==> src/rtl/pipe_pkg.sv <==
// pipe_pkg: shared definitions for the elastic pipeline stage.
//   - pipe_state_t : state encoding of the stage controller (EMPTY/FULL/SKID)
//   - OCC_*        : occupancy constants (number of held entries)
//   - state_occupancy() : maps a controller state onto its entry count
package pipe_pkg;

    typedef enum logic [1:0] {
        ST_EMPTY = 2'd0,
        ST_FULL  = 2'd1,
        ST_SKID  = 2'd2
    } pipe_state_t;

    localparam logic [1:0] OCC_EMPTY = 2'd0;
    localparam logic [1:0] OCC_ONE   = 2'd1;
    localparam logic [1:0] OCC_TWO   = 2'd2;

    // Occupancy is purely state-encoded; the unused encoding reads as empty.
    function automatic logic [1:0] state_occupancy(input pipe_state_t state);
        logic [1:0] occ;
        case (state)
            ST_EMPTY: occ = OCC_EMPTY;
            ST_FULL:  occ = OCC_ONE;
            ST_SKID:  occ = OCC_TWO;
            default:  occ = OCC_EMPTY;
        endcase
        return occ;
    endfunction

endpackage

==> src/rtl/pipe_slot.sv <==
// pipe_slot: one data+control holding register of the skid stage.
// Ports:
//   clock, reset (async, active-low, clears to 0)
//   load       : capture load_data/load_ctrl on the rising edge
//   clear      : synchronous zeroing, wins over load
//   load_data  : width_a bits to capture
//   load_ctrl  : width_b bits to capture
//   data, ctrl : current slot contents (registered)
module pipe_slot #(
    parameter int width_a = 32,
    parameter int width_b = 32
) (
    input  logic               clock,
    input  logic               reset,
    input  logic               load,
    input  logic               clear,
    input  logic [width_a-1:0] load_data,
    input  logic [width_b-1:0] load_ctrl,
    output logic [width_a-1:0] data,
    output logic [width_b-1:0] ctrl
);
    import pipe_pkg::*;

    // Slot register: clear beats load so a squash never leaves stale entries.
    always_ff @(posedge clock or negedge reset) begin
        if (!reset) begin
            data <= {width_a{1'b0}};
            ctrl <= {width_b{1'b0}};
        end else if (clear) begin
            data <= {width_a{1'b0}};
            ctrl <= {width_b{1'b0}};
        end else if (load) begin
            data <= load_data;
            ctrl <= load_ctrl;
        end else begin
            data <= data;
            ctrl <= ctrl;
        end
    end

endmodule

==> src/rtl/pipe_skid_stage.sv <==
// pipe_skid_stage: two-entry elastic pipeline stage (main + skid slot)
// between two CPU stages with valid/ready handshakes on both sides.
// Ports:
//   clock, reset (async, active-low)
//   flush                 : synchronous squash of every held entry
//   in_valid/in_ready     : upstream handshake; in_ready is registered
//   in_data/in_ctrl       : upstream entry (width_a / width_b)
//   out_valid/out_ready   : downstream handshake
//   out_data/out_ctrl     : oldest held entry (the main slot)
//   occupancy             : number of held entries, 0..2
module pipe_skid_stage #(
    parameter int width_a = 32,
    parameter int width_b = 32
) (
    input  logic               clock,
    input  logic               reset,
    input  logic               flush,
    input  logic               in_valid,
    output logic               in_ready,
    input  logic [width_a-1:0] in_data,
    input  logic [width_b-1:0] in_ctrl,
    output logic               out_valid,
    input  logic               out_ready,
    output logic [width_a-1:0] out_data,
    output logic [width_b-1:0] out_ctrl,
    output logic [1:0]         occupancy
);
    import pipe_pkg::*;

    pipe_state_t        state_r;
    pipe_state_t        next_state_s;
    logic               in_ready_r;
    logic               out_valid_r;
    logic [1:0]         occupancy_r;
    logic               in_fire_s;
    logic               out_fire_s;
    logic               main_load_s;
    logic               main_clear_s;
    logic               main_from_skid_s;
    logic               skid_load_s;
    logic               skid_clear_s;
    logic [width_a-1:0] main_in_data_s;
    logic [width_b-1:0] main_in_ctrl_s;
    logic [width_a-1:0] skid_data_s;
    logic [width_b-1:0] skid_ctrl_s;

    assign in_fire_s  = in_valid & in_ready_r;
    assign out_fire_s = out_valid_r & out_ready;

    // Next-state and slot-control decode; flush overrides every other event.
    always_comb begin
        next_state_s     = state_r;
        main_load_s      = 1'b0;
        main_clear_s     = 1'b0;
        main_from_skid_s = 1'b0;
        skid_load_s      = 1'b0;
        skid_clear_s     = 1'b0;
        if (flush) begin
            next_state_s = ST_EMPTY;
            main_clear_s = 1'b1;
            skid_clear_s = 1'b1;
        end else begin
            case (state_r)
                ST_EMPTY: begin
                    if (in_fire_s) begin
                        next_state_s = ST_FULL;
                        main_load_s  = 1'b1;
                    end else begin
                        next_state_s = ST_EMPTY;
                    end
                end
                ST_FULL: begin
                    if (in_fire_s && out_fire_s) begin
                        main_load_s = 1'b1;
                    end else if (in_fire_s) begin
                        // Downstream stalled: park the newcomer behind main.
                        next_state_s = ST_SKID;
                        skid_load_s  = 1'b1;
                    end else if (out_fire_s) begin
                        // Main keeps its value; only out_valid drops.
                        next_state_s = ST_EMPTY;
                    end else begin
                        next_state_s = ST_FULL;
                    end
                end
                ST_SKID: begin
                    // in_ready is low here, so only a drain can happen.
                    if (out_fire_s) begin
                        next_state_s     = ST_FULL;
                        main_load_s      = 1'b1;
                        main_from_skid_s = 1'b1;
                        skid_clear_s     = 1'b1;
                    end else begin
                        next_state_s = ST_SKID;
                    end
                end
                default: begin
                    next_state_s = ST_EMPTY;
                    main_clear_s = 1'b1;
                    skid_clear_s = 1'b1;
                end
            endcase
        end
    end

    // Main slot source: the skid entry when draining SKID, else upstream.
    always_comb begin
        if (main_from_skid_s) begin
            main_in_data_s = skid_data_s;
            main_in_ctrl_s = skid_ctrl_s;
        end else begin
            main_in_data_s = in_data;
            main_in_ctrl_s = in_ctrl;
        end
    end

    // Controller state plus registered handshake/occupancy outputs, all
    // derived from the next state so they line up with state_r.
    always_ff @(posedge clock or negedge reset) begin
        if (!reset) begin
            state_r     <= ST_EMPTY;
            in_ready_r  <= 1'b1;
            out_valid_r <= 1'b0;
            occupancy_r <= OCC_EMPTY;
        end else begin
            state_r     <= next_state_s;
            in_ready_r  <= (next_state_s != ST_SKID);
            out_valid_r <= (next_state_s != ST_EMPTY);
            occupancy_r <= state_occupancy(next_state_s);
        end
    end

    pipe_slot #(.width_a(width_a), .width_b(width_b)) u_main_slot (
        .clock     (clock),
        .reset     (reset),
        .load      (main_load_s),
        .clear     (main_clear_s),
        .load_data (main_in_data_s),
        .load_ctrl (main_in_ctrl_s),
        .data      (out_data),
        .ctrl      (out_ctrl)
    );

    pipe_slot #(.width_a(width_a), .width_b(width_b)) u_skid_slot (
        .clock     (clock),
        .reset     (reset),
        .load      (skid_load_s),
        .clear     (skid_clear_s),
        .load_data (in_data),
        .load_ctrl (in_ctrl),
        .data      (skid_data_s),
        .ctrl      (skid_ctrl_s)
    );

    assign in_ready  = in_ready_r;
    assign out_valid = out_valid_r;
    assign occupancy = occupancy_r;

endmodule
==> config.mk <==
export PLATFORM = sky130hd
export DESIGN_NAME = pipe_skid_stage
export DESIGN_NICKNAME = d
export VERILOG_FILES = /design/src/rtl/pipe_pkg.sv /design/src/rtl/pipe_slot.sv /design/src/rtl/pipe_skid_stage.sv
export SDC_FILE = /design/constraint.sdc
export NUM_CORES = 1
export LEC_CHECK = 0
export ABC_AREA = 1
export CORE_AREA = 2 2 139 141
export DETAILED_ROUTE_END_ITERATION = 8
export DIE_AREA = 0 0 141 143
export SETUP_SLACK_MARGIN = 0.05
export SYNTH_ARGS = -nofsm -noshare
export SYNTH_HDL_FRONTEND = slang
export SYNTH_SLANG_ARGS = --single-unit
==> constraint.sdc <==
create_clock -name clock -period 2.1 [get_ports clock]
set_clock_uncertainty 0.15 [all_clocks]
set_input_delay 0.42 -clock clock [delete_from_list [all_inputs] [get_ports clock]]
set_output_delay 0.42 -clock clock [all_outputs]
set_load 0.01 [all_outputs]
## After elaboration in Yosys (flattened, before gate mapping)

Cells that the tools add are included.

| operators by class | value |
|---|---|
| $add $sub $neg | 0 |
| multipliers | 0 |
| divide/modulo/power cells | 0 |
| magnitude comparators | 0 |
| eq/ne operators | 5 |
| shifts and indexed selects | 0 |
| mux-type cells | 32 |
| bitwise logic cells | 2 |
| reductions and logical operators | 7 |

Operators with widths:

| cell | count |
|---|---|
| $mux W32 | 10 |
| $mux W1 | 14 |
| $mux W2 | 4 |
| $pmux W2 S3 | 1 |
| $reduce_bool A2 Y1 | 3 |
| $eq A2 B1 Y1 const B | 2 |
| $eq A2 B2 Y1 const B | 2 |
| $pmux W2 S2 | 1 |
| $pmux W1 S3 | 1 |
| $reduce_or A3 Y1 | 1 |
| $and A1 B1 Y1 | 2 |
| $logic_not A2 Y1 | 1 |
| $ne A2 B2 Y1 const B | 1 |
| $pmux W1 S2 | 1 |
| $reduce_or A2 Y1 | 1 |
| $logic_and A1 B1 Y1 | 1 |

| storage, ports and cells | value |
|---|---|
| bits in registers | 134 |
| latch bits | 0 |
| RAM bits | 0 |
| bits in read-only memories | 0 |
| input port bits | 69 |
| output and inout bits | 68 |
| memories | 0 |

## Depth between registers and ports, before layout

Gate-level depths: netlist (run 1).

| logic depth | value |
|---|---|
| depth after elaboration | 8 |
| depth in mapped cells | 9 |
| depth with buffers taken out | 7 |

## By module

From an unflattened synthesis (run 1), not the netlist that was laid out.

| second synthesis, totals | value |
|---|---|
| cell total of the unflattened synthesis | 809 |
| area, all modules | 6426.2 µm² |

Modules (own cells, without submodules):

| module | times used | cells each | area each (µm²) | seq. area each (µm²) |
|---|---|---|---|---|
| pipe_slot | 2 | 277 | 2529.9 | 1601.5 |
| pipe_skid_stage | 1 | 255 | 1366.3 | 151.4 |

## Worst setup path before layout (run 1)

Ideal clock, no wire load.

| timing | value |
|---|---|
| path type | reg2reg |
| from | register in_ready_r (netlist: in_ready) |
| to | register u_main_slot.ctrl[0] |
| setup time | 0.065 ns |
| arrival time | 1.358 ns |
| slack | 0.527 ns |
| stages on the path, launching flop included | 8 |
| buffers on the path | 1 |
| cell sequence | dfstp_2 -> nand2_1 -> nor2_1 -> nand2_2 -> a21oi_4 -> buf_6 -> nand2_1 -> nand2_1 |

| on the way | value |
|---|---|
| cells in the longest elaborated chain, start to end | 6 |

RTL lines:

| element | RTL line | RTL |
|---|---|---|
| from (decl) | pipe_skid_stage.sv:32 | `logic in_ready_r;` |
| from (signal assigned) | pipe_skid_stage.sv:127 | `in_ready_r <= (next_state_s != ST_SKID);` |
| $and A1 B1 Y1 (*) | pipe_skid_stage.sv:47 | `assign in_fire_s = in_valid & in_ready_r;` |
| $logic_and A1 B1 Y1 | pipe_skid_stage.sv:73 | `if (in_fire_s && out_fire_s) begin` |
| $mux W1 | pipe_skid_stage.sv:73 |  |
| $pmux W1 S3 (*) | pipe_skid_stage.sv:63 | `case (state_r)` |
| $mux W1 (*) | pipe_skid_stage.sv:58 | `if (flush) begin` |
| $reduce_bool A2 Y1 (no line) (*) | n/a |  |
| to (signal assigned) | pipe_slot.sv:31 | `ctrl <= {width_b{1'b0}};` |
| to (signal assigned) | pipe_slot.sv:34 | `ctrl <= load_ctrl;` |
| to (signal assigned) | pipe_slot.sv:37 | `ctrl <= ctrl;` |
| to (decl) | pipe_slot.sv:20 | `output logic [width_b-1:0] ctrl` |

Mark *: on every way between the ends. The rest lies on a longest branch, timed or not.
A chain may end at the register's enable or synchronous reset.

## Worst setup path after layout (run 1)

| timing | value |
|---|---|
| from | register u_main_slot.data[24] |
| to | output port out_data[24] |

RTL lines:

| element | RTL line | RTL |
|---|---|---|
| from (decl) | pipe_slot.sv:19 | `output logic [width_a-1:0] data,` |
| from (signal assigned) | pipe_slot.sv:27 | `data <= {width_a{1'b0}};` |
| from (signal assigned) | pipe_slot.sv:30 | `data <= {width_a{1'b0}};` |
| from (signal assigned) | pipe_slot.sv:33 | `data <= load_data;` |
| to (decl) | pipe_skid_stage.sv:24 | `output logic [width_a-1:0] out_data,` |

No word-level cell between the ends.

==> flow_summary.rst, run 1 <==
.. list-table::
   :header-rows: 1

   * - Metric
     - Value
   * - Proportion of synthesized chip area in sequential cells
     - 0.535
   * - Clock root buffer
     - sky130_fd_sc_hd__clkbuf_16
   * - Data arrival time of the worst path
     - 1.37 ns
   * - Remaining DRCs
     - 0
   * - Remaining antenna violation count after routing
     - 0
   * - Worst slack after detailed placement
     - -0.0383 ns
   * - Number of DRC markers after the initial detailed-route iteration
     - 342
   * - Sort of element at the start of the critical path
     - register
   * - Max clock buf depth
     - 2
   * - Setup Crit Path Kind
     - reg -> out
   * - Period Utilization, post-route
     - 0.923
   * - Cell with the largest stage delay on the worst path
     - sky130_fd_sc_hd__clkdlybuf4s50_1
   * - Placement Rows
     - 50
   * - First-pass DRT Iterations
     - 7
   * - Worst slew pin tran
     - 0.366 ns
   * - Number of global-route vias before repair
     - 5711
   * - Area of the die
     - 20200 µm²
   * - Worst min path class
     - in -> async
   * - # port buffers
     - 136
   * - Maximum level of the CTS H-tree
     - 4
   * - Initial standard-cell utilization of the core
     - 0.338
   * - Synth-to-Final Area Change
     - 38.6%
   * - Post-CTS Repair Setup Buffers
     - 0
   * - Cell-by-cell listing of the critical path
     - clkdlybuf4s50_1
   * - Highest achievable clock rate
     - 0.516 GHz
   * - Power per standard cell area
     - 840 nW/µm²
   * - Tot GR Track Use
     - 0.186
   * - CTS tree
     - yes
   * - Final HPWL from detailed placement
     - 11000 µm
   * - Post-layout nets
     - 994
   * - Clock latency reported for the late side of the worst-skew pair
     - 0.42 ns
   * - First-pass GRT wire length
     - 29800 µm
   * - Combined buffer and inverter count along the critical path
     - 1
   * - Predominant post-synthesis flop cell
     - sky130_fd_sc_hd__dfrtp_1
   * - Average cell area after synthesis
     - 7.83 µm²
   * - Final routed wirelength across all metal layers
     - 17800 µm
   * - Setup repair after global routing missed its margin
     - false
   * - Die Width
     - 141 µm
   * - Clk sink count
     - 134
   * - Setup-violating endpoint count in the final report
     - 0
   * - Portion of synthesized cell area occupied by the leading cell type
     - 0.531
   * - Cells after synthesis
     - 801
   * - Sort of element at the end of the critical path
     - output port
   * - Worst IR drop on VDD
     - 523 µV
   * - CTS Buf Count
     - 17
   * - Status
     - complete, no violations
   * - Number of warnings issued by yosys
     - 0
   * - Leading cell types by total area after synthesis
     - sky130_fd_sc_hd__dfrtp_1 (53%), sky130_fd_sc_hd__nand2_1 (24%), sky130_fd_sc_hd__nand3_1 (15%), sky130_fd_sc_hd__buf_2 (2.6%), sky130_fd_sc_hd__buf_6 (1.1%)
   * - Vertical die dimension
     - 143 µm
   * - Count leader, synth
     - sky130_fd_sc_hd__nand2_1
   * - Total core area
     - 18600 µm²
   * - Slew Viols, Final
     - 0
   * - Final hold violation count
     - 0
   * - Count of boundary I/O pins
     - 137
   * - Share of final-layout standard cells stronger than drive strength 1
     - 0.0810
   * - Maximum net fanout on the critical path
     - 2
   * - Average wire per cell in the routed design
     - 15.2 µm
   * - Vias
     - 5696
   * - Clock input transition at the sequential cells of the worst setup and hold paths
     - 0.06 ns
   * - CP required
     - 1.53 ns
   * - Number of antenna violations at the first check in global routing
     - 0
   * - Mapped cell area
     - 6270 µm²
   * - Headroom to the max-slew limit
     - 0.756
   * - Minimum clock period
     - 1.94 ns
   * - Setup TNS
     - 0 ns
   * - Most frequent cells after synthesis
     - sky130_fd_sc_hd__nand2_1 (393), sky130_fd_sc_hd__nand3_1 (194), sky130_fd_sc_hd__dfrtp_1 (133)
   * - Total inserted antenna cells
     - 0
   * - Number of distinct standard cells referenced by the synthesized netlist
     - 19
   * - Cell family with the largest share of critical-path delay
     - buffers and inverters
   * - Number of register bits inferred by synthesis
     - 134
   * - Largest net degree at the start of global routing
     - 65
   * - Final WS setup
     - 0.161 ns
   * - Leakage Power
     - 4.53 nW
   * - Weighted congestion reported at the end of routability-driven placement
     - 0.750
   * - Max-cap violation count
     - 0
   * - Stage delay of the slowest cell on the critical path
     - 0.56 ns
   * - Async SR Flop Fraction
     - 1.00
   * - Ratio of routed vias to standard cells
     - 4.86
   * - Number of flops mapped to enable cells by yosys
     - 0
   * - Largest area contributor in the netlist
     - sky130_fd_sc_hd__dfrtp_1
   * - Total grt overflow
     - 0
   * - Net count of the mapped netlist
     - 870
repair_timing:
action,4_1_cts,5_1_grt
hold endpoints to repair,33,0
resized for setup,1,0
setup endpoints to repair,1,0
hold buffers,1,0
cell usage in the layout (no fill, tap or decap):
| master | synthesis | final |
|---|---|---|
| sky130_fd_sc_hd__a21oi_2 | 1 | 1 |
| sky130_fd_sc_hd__clkinv_4 | 0 | 1 |
| sky130_fd_sc_hd__clkbuf_8 | 0 | 2 |
| sky130_fd_sc_hd__nor2_1 | 3 | 2 |
| sky130_fd_sc_hd__buf_6 | 6 | 1 |
| sky130_fd_sc_hd__clkbuf_16 | 0 | 17 |
| sky130_fd_sc_hd__inv_6 | 0 | 1 |
| sky130_fd_sc_hd__nand3_2 | 1 | 1 |
| sky130_fd_sc_hd__clkinvlp_4 | 0 | 3 |
| sky130_fd_sc_hd__nand2_1 | 393 | 392 |
| sky130_fd_sc_hd__o21ai_1 | 1 | 1 |
| sky130_fd_sc_hd__nand2_2 | 3 | 4 |
| sky130_fd_sc_hd__dlygate4sd2_1 | 0 | 1 |
| sky130_fd_sc_hd__clkbuf_1 | 12 | 1 |
| sky130_fd_sc_hd__bufinv_16 | 0 | 4 |
| sky130_fd_sc_hd__buf_4 | 7 | 7 |
| sky130_fd_sc_hd__a21oi_4 | 1 | 1 |
| sky130_fd_sc_hd__buf_12 | 0 | 19 |
| sky130_fd_sc_hd__dfrtp_1 | 133 | 133 |
| sky130_fd_sc_hd__clkinv_2 | 0 | 3 |
| sky130_fd_sc_hd__nand3_1 | 194 | 194 |
| sky130_fd_sc_hd__nor2_4 | 3 | 6 |
| sky130_fd_sc_hd__inv_2 | 3 | 4 |
| sky130_fd_sc_hd__inv_1 | 4 | 3 |
| sky130_fd_sc_hd__clkdlybuf4s50_1 | 0 | 134 |
| sky130_fd_sc_hd__dlygate4sd3_1 | 0 | 1 |
| sky130_fd_sc_hd__dfstp_2 | 1 | 1 |
path summary, 6_finish.rpt:
path	start	endpoint	slack, ns	cells after the start
max in group asynchronous	reset	u_skid_slot.data[0]	0.85	3
min in group clock	u_main_slot.data[20]	u_main_slot.data[20]	0.33	2
max reg2reg	in_ready	u_main_slot.ctrl[11]	0.40	7
max	u_main_slot.data[24]	out_data[24]	0.16	1
min reg2reg	u_main_slot.data[20]	u_main_slot.data[20]	0.33	2
min	reset	u_main_slot.ctrl[1]	0.33	2
registers in the layout (all words and copies together) (netlist names):
| signal | flops |
|---|---|
| occupancy | 2 |
| in_ready | 1 |
| u_main_slot.ctrl | 32 |
| u_skid_slot.data | 32 |
| out_valid | 1 |
| u_skid_slot.ctrl | 32 |
| u_main_slot.data | 32 |
| state_r | 2 |
final cells by class:
type,count,area (µm²)
fillers,1837,9890
inverters,7,26.3
clock buffers,20,457
well taps,234,293
clock inverters,12,175
multi-input cells,602,2580
flip-flops and latches,134,3350
repair buffers,163,1800
metrics by stage:
stage / power, W / std cells / utilization / area, µm² / hold WS [ns]
3_5_place_dp: 0.00417 / 1139 / 0.433 / 8050 / 0.200
5_1_grt: 0.00763 / 1172 / 0.468 / 8690 / 0.347
4_1_cts: 0.00739 / 1172 / 0.468 / 8690 / 0.321
2_1_floorplan: 0.00346 / 801 / - / 6270 / -0.0256
6_report: 0.00730 / 1172 / 0.468 / 8690 / 0.326
3_3_place_gp: 0.00416 / 1139 / 0.433 / 8050 / 0.195
power breakdown:
part           total, W  internal, W  leakage (nW)  switching, W
Combinational   0.00120     0.000559          2.40      0.000642
Clock           0.00320      0.00205         0.302       0.00115
Sequential      0.00291      0.00278          1.82      0.000121
cells by family (layout without fill, tap and decap cells):
logic type / after synthesis / after routing / synth area share
compound gates: 3 / 3 / 0.00479
simple gates: 599 / 599 / 0.404
buf+inv: 65 / 202 / 0.0566
flops: 134 / 134 / 0.535
metal layers:
layer	up-vias	GRT usage	part of all wire
met5	-	0	0
met4	0	0.0632	0.018
met3	25	0.0469	0.054
li1	2811	-	-
met1	2706	0.246	0.47
met2	154	0.300	0.46
Note: power is estimated with default switching activity, not from simulation.
==> run 2: changes to the inputs <==
--- a/config.mk
+++ b/config.mk
@@ -9,7 +9,9 @@
 export CORE_AREA = 2 2 139 141
 export DETAILED_ROUTE_END_ITERATION = 8
 export DIE_AREA = 0 0 141 143
+export PLACE_DENSITY_LB_ADDON = 0.3
 export SETUP_SLACK_MARGIN = 0.05
+export SLEW_MARGIN = 40
 export SYNTH_ARGS = -nofsm -noshare
 export SYNTH_HDL_FRONTEND = slang
 export SYNTH_SLANG_ARGS = --single-unit
==> run 2 against run 1 <==
Wire length barely moved. Fmax fell by 0.12%. Via count rose by 0.32%. Global-route usage fell by 0.52 points. First-iteration DRC count rose by 30%. Final cell count fell by 0.34%. Utilization fell by 0.61 points. Count of clock-buffer cells in the layout rose by 2. Critical path type unchanged. Critical endpoint is now out_data[7]. Largest cell class unchanged.
==> flow_summary.rst, run 2 (synthesized netlist as in run 1, its figures left out) <==
.. list-table::
   :header-rows: 1

   * - Metric
     - Value
   * - Status
     - complete, no violations
   * - Share of final-layout standard cells stronger than drive strength 1
     - 0.0749
   * - Initial standard-cell utilization of the core
     - 0.338
   * - Total inserted antenna cells
     - 0
   * - Filler cell count
     - 1846
   * - CTS Buf Count
     - 17
   * - Count of boundary I/O pins
     - 137
   * - Worst IR drop on VDD
     - 605 µV
   * - Crit path depth
     - 1
   * - Max-cap violation count
     - 0
   * - Worst-case register-to-register setup slack
     - 0.35 ns
   * - Cell-by-cell listing of the critical path
     - clkdlybuf4s50_1
   * - Vertical die dimension
     - 143 µm
   * - Headroom to the max-slew limit
     - 0.747
   * - Final hold violation count
     - 0
   * - Setup Crit Path Kind
     - reg -> out
   * - Setup-violating endpoint count in the final report
     - 0
   * - Average wire per cell in the routed design
     - 15.2 µm
   * - Minimum clock period
     - 1.94 ns
   * - Remaining DRCs
     - 0
   * - Worst setup path startpoint
     - u_main_slot.data[7]
   * - Cell with the largest stage delay on the worst path
     - sky130_fd_sc_hd__clkdlybuf4s50_1
   * - Power Total
     - 0.00701 W
   * - Number of antenna violations at the first check in global routing
     - 0
   * - CTS tree
     - yes
   * - Area occupied by registers
     - 3350 µm²
   * - Tot GR Track Use
     - 0.181
   * - Total core area
     - 18600 µm²
   * - Post-layout nets
     - 991
   * - Sort of element at the start of the critical path
     - register
   * - Critical Path End
     - out_data[7]
   * - Weighted congestion reported at the end of routability-driven placement
     - 0.783
   * - Combined buffer and inverter count along the critical path
     - 1
   * - Clk sink count
     - 134
   * - Ratio of routed vias to standard cells
     - 4.89
   * - Maximum level of the CTS H-tree
     - 4
   * - Vias
     - 5714
   * - Largest net degree at the start of global routing
     - 53
   * - Terminus of the critical flop-to-flop path
     - u_main_slot.ctrl[6]
   * - Sort of element at the end of the critical path
     - output port
   * - Launching point of the worst reg2reg path
     - in_ready
   * - Max clock buf depth
     - 2
   * - Die Width
     - 141 µm
   * - Power per standard cell area
     - 817 nW/µm²
   * - Clock root buffer
     - sky130_fd_sc_hd__clkbuf_16
   * - Highest achievable clock rate
     - 0.515 GHz
   * - Worst min path class
     - in -> async
   * - # port buffers
     - 136
   * - Leakage Power
     - 4.48 nW
   * - Number of global-route vias before repair
     - 5467
   * - Final routed wirelength across all metal layers
     - 17800 µm
   * - Remaining antenna violation count after routing
     - 0
   * - Clock latency reported for the late side of the worst-skew pair
     - 0.42 ns
   * - Stage delay of the slowest cell on the critical path
     - 0.56 ns
   * - CP required
     - 1.53 ns
   * - Slew Viols, Final
     - 0
   * - Cell family with the largest share of critical-path delay
     - buffers and inverters
   * - Synth-to-Final Area Change
     - 36.8%
   * - First-pass GRT wire length
     - 28600 µm
   * - Hold_ws
     - 0.319 ns
   * - Area of the die
     - 20200 µm²
   * - Total grt overflow
     - 0
   * - Commonest non-fill, non-tap cell in the layout
     - sky130_fd_sc_hd__nand2_1
   * - Maximum net fanout on the critical path
     - 2
   * - Most frequent cells in the layout
     - sky130_fd_sc_hd__nand2_1 (392), sky130_fd_sc_hd__nand3_1 (194), sky130_fd_sc_hd__clkdlybuf4s50_1 (134), sky130_fd_sc_hd__dfrtp_1 (133)
   * - Setup repair after global routing missed its margin
     - false
   * - Clock input transition at the sequential cells of the worst setup and hold paths
     - 0.06 ns
   * - First-pass DRT Iterations
     - 4
   * - Data arrival time of the worst path
     - 1.37 ns
   * - Period Utilization, post-route
     - 0.924
   * - Worst slew pin tran
     - 0.380 ns
   * - Number of DRC markers after the initial detailed-route iteration
     - 443
   * - Placement Rows
     - 50
   * - Total area of multi-input combinational cells
     - 2580 µm²
   * - Final HPWL from detailed placement
     - 10900 µm
   * - Worst r2r path cells
     - 7
-- run 2: how the worst min path moves through the flow --
stage                     startpoint                   end
after floorplan                reset          occupancy[0]
after global placement         reset  u_main_slot.ctrl[21]
after detailed placement       reset  u_main_slot.ctrl[21]
after CTS                      reset  u_main_slot.ctrl[21]
after global routing           reset  u_main_slot.ctrl[28]
final                          reset  u_main_slot.ctrl[25]
-- run 2: routing by layer --
metal	part of all wire	vias to the layer above	GRT usage	wire length, µm
met2	0.46	182	0.282	8210
met3	0.054	23	0.0386	956
met5	0	-	0	0
li1	-	2810	-	-
met4	0.015	0	0.0642	275
met1	0.47	2699	0.250	8330
-- run 2: cell type report --
type | instances | area share
multi-input cells | 602 | 0.301
clock inverters | 9 | 0.0120
inverters | 7 | 0.00306
well taps | 234 | 0.0341
repair buffers | 160 | 0.205
flip-flops and latches | 134 | 0.391
clock buffers | 22 | 0.0541
-- run 2: per-stage QoR --
| stage | std cells | TNS [ns] | instance area, µm² | setup WS (ns) | utilization |
|---|---|---|---|---|---|
| final | 1168 | 0 | 8580 | 0.159 | 0.462 |
| after global routing | 1168 | 0 | 8580 | 0.114 | 0.462 |
| after CTS | 1168 | 0 | 8580 | 0.151 | 0.462 |
| after detailed placement | 1136 | -3.29 | 8000 | -0.0803 | 0.431 |
| after global placement | 1136 | -2.26 | 8000 | -0.0611 | 0.431 |
| after floorplan | 801 | 0 | 6270 | 0.527 | - |
-- run 2: where the power goes --
group,switching (W),internal [W]
registers,0.000122,0.00279
clock network,0.00112,0.00179
logic,0.000645,0.000549
-- run 2: timing repair --
action / in CTS / in global routing
hold buffers: 1 / 0
setup buffers: 0 / 0
hold endpoints to repair: 35 / 0
endpoints found under the setup margin: 1 / 0
gates resized for setup: 1 / 0
==> run 3: changes to the inputs <==
--- a/config.mk
+++ b/config.mk
@@ -11,7 +11,7 @@
 export DIE_AREA = 0 0 141 143
 export PLACE_DENSITY_LB_ADDON = 0.3
 export SETUP_SLACK_MARGIN = 0.05
-export SLEW_MARGIN = 40
+export SLEW_MARGIN = 20
 export SYNTH_ARGS = -nofsm -noshare
 export SYNTH_HDL_FRONTEND = slang
 export SYNTH_SLANG_ARGS = --single-unit
==> constraint.sdc (replaced) <==
create_clock -name clock -period 1.9 [get_ports clock]
set_clock_uncertainty 0.15 [all_clocks]
set_input_delay 0.38 -clock clock [delete_from_list [all_inputs] [get_ports clock]]
set_output_delay 0.38 -clock clock [all_outputs]
set_load 0.01 [all_outputs]
==> run 3 against run 2 <==
Total power up 12%. Count of clock-buffer cells in the layout fell by 1. Sequential share of layout area down 0.31 points. Critical path depth stayed put. Via count grew 0.39%. Die area stayed put. Non-clock buffer count increased by 8.
==> flow_summary.rst, run 3 (synthesized netlist as in run 1, its figures left out) <==
.. list-table::
   :header-rows: 1

   * - Metric
     - Value
   * - Status
     - complete, no violations
   * - Power per standard cell area
     - 906 nW/µm²
   * - Placed Area
     - 8030 µm²
   * - Vias
     - 5736
   * - Weighted congestion reported at the end of routability-driven placement
     - 0.750
   * - Maximum net fanout on the critical path
     - 2
   * - Ratio of routed vias to standard cells
     - 4.87
   * - CTS Buf Count
     - 17
   * - Largest net degree at the start of global routing
     - 52
   * - Number of standard cells in the final layout excluding fillers
     - 1177
   * - Tot GR Track Use
     - 0.187
   * - Cell family with the largest share of critical-path delay
     - flip-flops
   * - Area of the die
     - 20200 µm²
   * - Final standard cell area without fillers
     - 8650 µm²
   * - Post-layout nets
     - 999
   * - Clock latency reported for the late side of the worst-skew pair
     - 0.41 ns
   * - Placement Rows
     - 50
   * - Headroom to the max-slew limit
     - 0.745
   * - Setup Crit Path Kind
     - reg -> out
   * - Worst-case register-to-register setup slack
     - 0.20 ns
   * - Max-cap violation count
     - 0
   * - Clock root buffer
     - sky130_fd_sc_hd__clkbuf_16
   * - Share of final-layout standard cells stronger than drive strength 1
     - 0.0827
   * - First-pass GRT wire length
     - 29700 µm
   * - Synth-to-Final Area Change
     - 37.9%
   * - Setup repair after global routing missed its margin
     - false
   * - Post-CTS Repair Setup Buffers
     - 0
   * - Count of boundary I/O pins
     - 137
   * - Combined buffer and inverter count along the critical path
     - 1
   * - Total inserted antenna cells
     - 0
   * - Setup-violating endpoint count in the final report
     - 0
   * - Slew Viols, Final
     - 0
   * - Number of global-route vias before repair
     - 5573
   * - Worst IR drop on VDD
     - 619 µV
   * - Remaining DRCs
     - 0
   * - Average wire per cell in the routed design
     - 15.1 µm
   * - Initial standard-cell utilization of the core
     - 0.338
   * - Worst r2r path cells
     - 7
   * - Final hold violation count
     - 0
   * - Total core area
     - 18600 µm²
   * - Commonest non-fill, non-tap cell in the layout
     - sky130_fd_sc_hd__nand2_1
   * - Sort of element at the start of the critical path
     - register
   * - Stage delay of the slowest cell on the critical path
     - 0.52 ns
   * - Sort of element at the end of the critical path
     - output port
   * - Die Width
     - 141 µm
   * - Most frequent cells in the layout
     - sky130_fd_sc_hd__nand2_1 (392), sky130_fd_sc_hd__nand3_1 (194), sky130_fd_sc_hd__dfrtp_1 (133), sky130_fd_sc_hd__clkdlybuf4s50_1 (67), sky130_fd_sc_hd__dlygate4sd2_1 (42)
   * - Crit path depth
     - 1
   * - Max clock buf depth
     - 2
   * - Period Utilization, post-route
     - 0.918
   * - Final HPWL from detailed placement
     - 11100 µm
   * - Clock input transition at the sequential cells of the worst setup and hold paths
     - 0.06 ns
   * - Remaining antenna violation count after routing
     - 0
   * - Power Total
     - 0.00784 W
   * - Total grt overflow
     - 0
   * - Number of antenna violations at the first check in global routing
     - 0
   * - Cell-by-cell listing of the critical path
     - dlygate4sd2_1
   * - Final routed wirelength across all metal layers
     - 17700 µm
   * - Worst slew pin tran
     - 0.383 ns
   * - Placed Cells
     - 1144
   * - Worst min path class
     - in -> async
   * - Filler cell count
     - 1861
   * - CTS tree
     - yes
   * - Maximum level of the CTS H-tree
     - 4
   * - First-pass DRT Iterations
     - 5
   * - Cell with the largest stage delay on the worst path
     - sky130_fd_sc_hd__dfstp_2
   * - Minimum clock period
     - 1.74 ns
   * - Data arrival time of the worst path
     - 1.21 ns
   * - # port buffers
     - 136
   * - Vertical die dimension
     - 143 µm
   * - Clk sink count
     - 134
   * - Highest achievable clock rate
     - 0.573 GHz
   * - Number of DRC markers after the initial detailed-route iteration
     - 486
   * - CP required
     - 1.37 ns
   * - Leakage Power
     - 5.12 nW
-- run 3: cell count changes in the layout (fill, tap and decap cells not counted), sizes merged, moves of 2 or more --
cell           delta
clkinvlp          -3
clkinv            +3
bufinv            +2
clkdlybuf4s50    -67
buf               +8
dlygate4sd2      +41
dlymetal6s2s     +26
-- run 3: layout make-up --
cell class | count | area (µm²) | share of cell area
clock buffers | 21 | 440 | 0.0509
inverters | 7 | 26.3 | 0.00304
repair buffers | 168 | 1790 | 0.207
clock inverters | 11 | 159 | 0.0184
multi-input cells | 602 | 2580 | 0.299
flip-flops and latches | 134 | 3350 | 0.388
well taps | 234 | 293 | 0.0339
-- run 3: path summary, 6_finish.rpt --
check                                      from                    to
min reg2reg                u_main_slot.ctrl[15]  u_main_slot.ctrl[15]
max reg2reg                            in_ready  u_main_slot.ctrl[20]
max in group asynchronous                 reset   u_skid_slot.ctrl[2]
max                                    in_ready              in_ready
min in group clock         u_main_slot.ctrl[15]  u_main_slot.ctrl[15]
min                                       reset          occupancy[1]
-- run 3: timing repair --
item                                    4_1_cts  5_1_grt
hold endpoints to repair                     29        0
endpoints found under the setup margin       42       26
gates resized for setup                      42       26
hold buffers                                  1        0
-- run 3: per-layer routing --
layer | vias up | global-route usage | wire length (µm)
li1 | 2826 | - | -
met1 | 2692 | 0.263 | 8420
met2 | 196 | 0.290 | 8100
met3 | 22 | 0.0366 | 932
met4 | 0 | 0.0616 | 282
met5 | - | 0 | 0
-- run 3: where the power goes --
| part | internal [W] | leakage (nW) | total [W] | switching (W) |
|---|---|---|---|---|
| sequential | 0.00308 | 1.82 | 0.00320 | 0.000126 |
| combinational | 0.000532 | 3.00 | 0.00124 | 0.000712 |
| clock | 0.00218 | 0.298 | 0.00339 | 0.00121 |
-- run 3: metrics by stage --
stage / hold WS (ns) / setup TNS, ns / util / setup WS (ns)
finish: 0.290 / 0 / 0.465 / 0.156
global route: 0.306 / 0 / 0.465 / 0.0533
CTS: 0.284 / 0 / 0.462 / 0.0505
detailed placement: 0.164 / -18.09 / 0.432 / -0.188
global placement: 0.157 / -18.93 / 0.432 / -0.203
floorplan: -0.0656 / 0 / - / 0.327
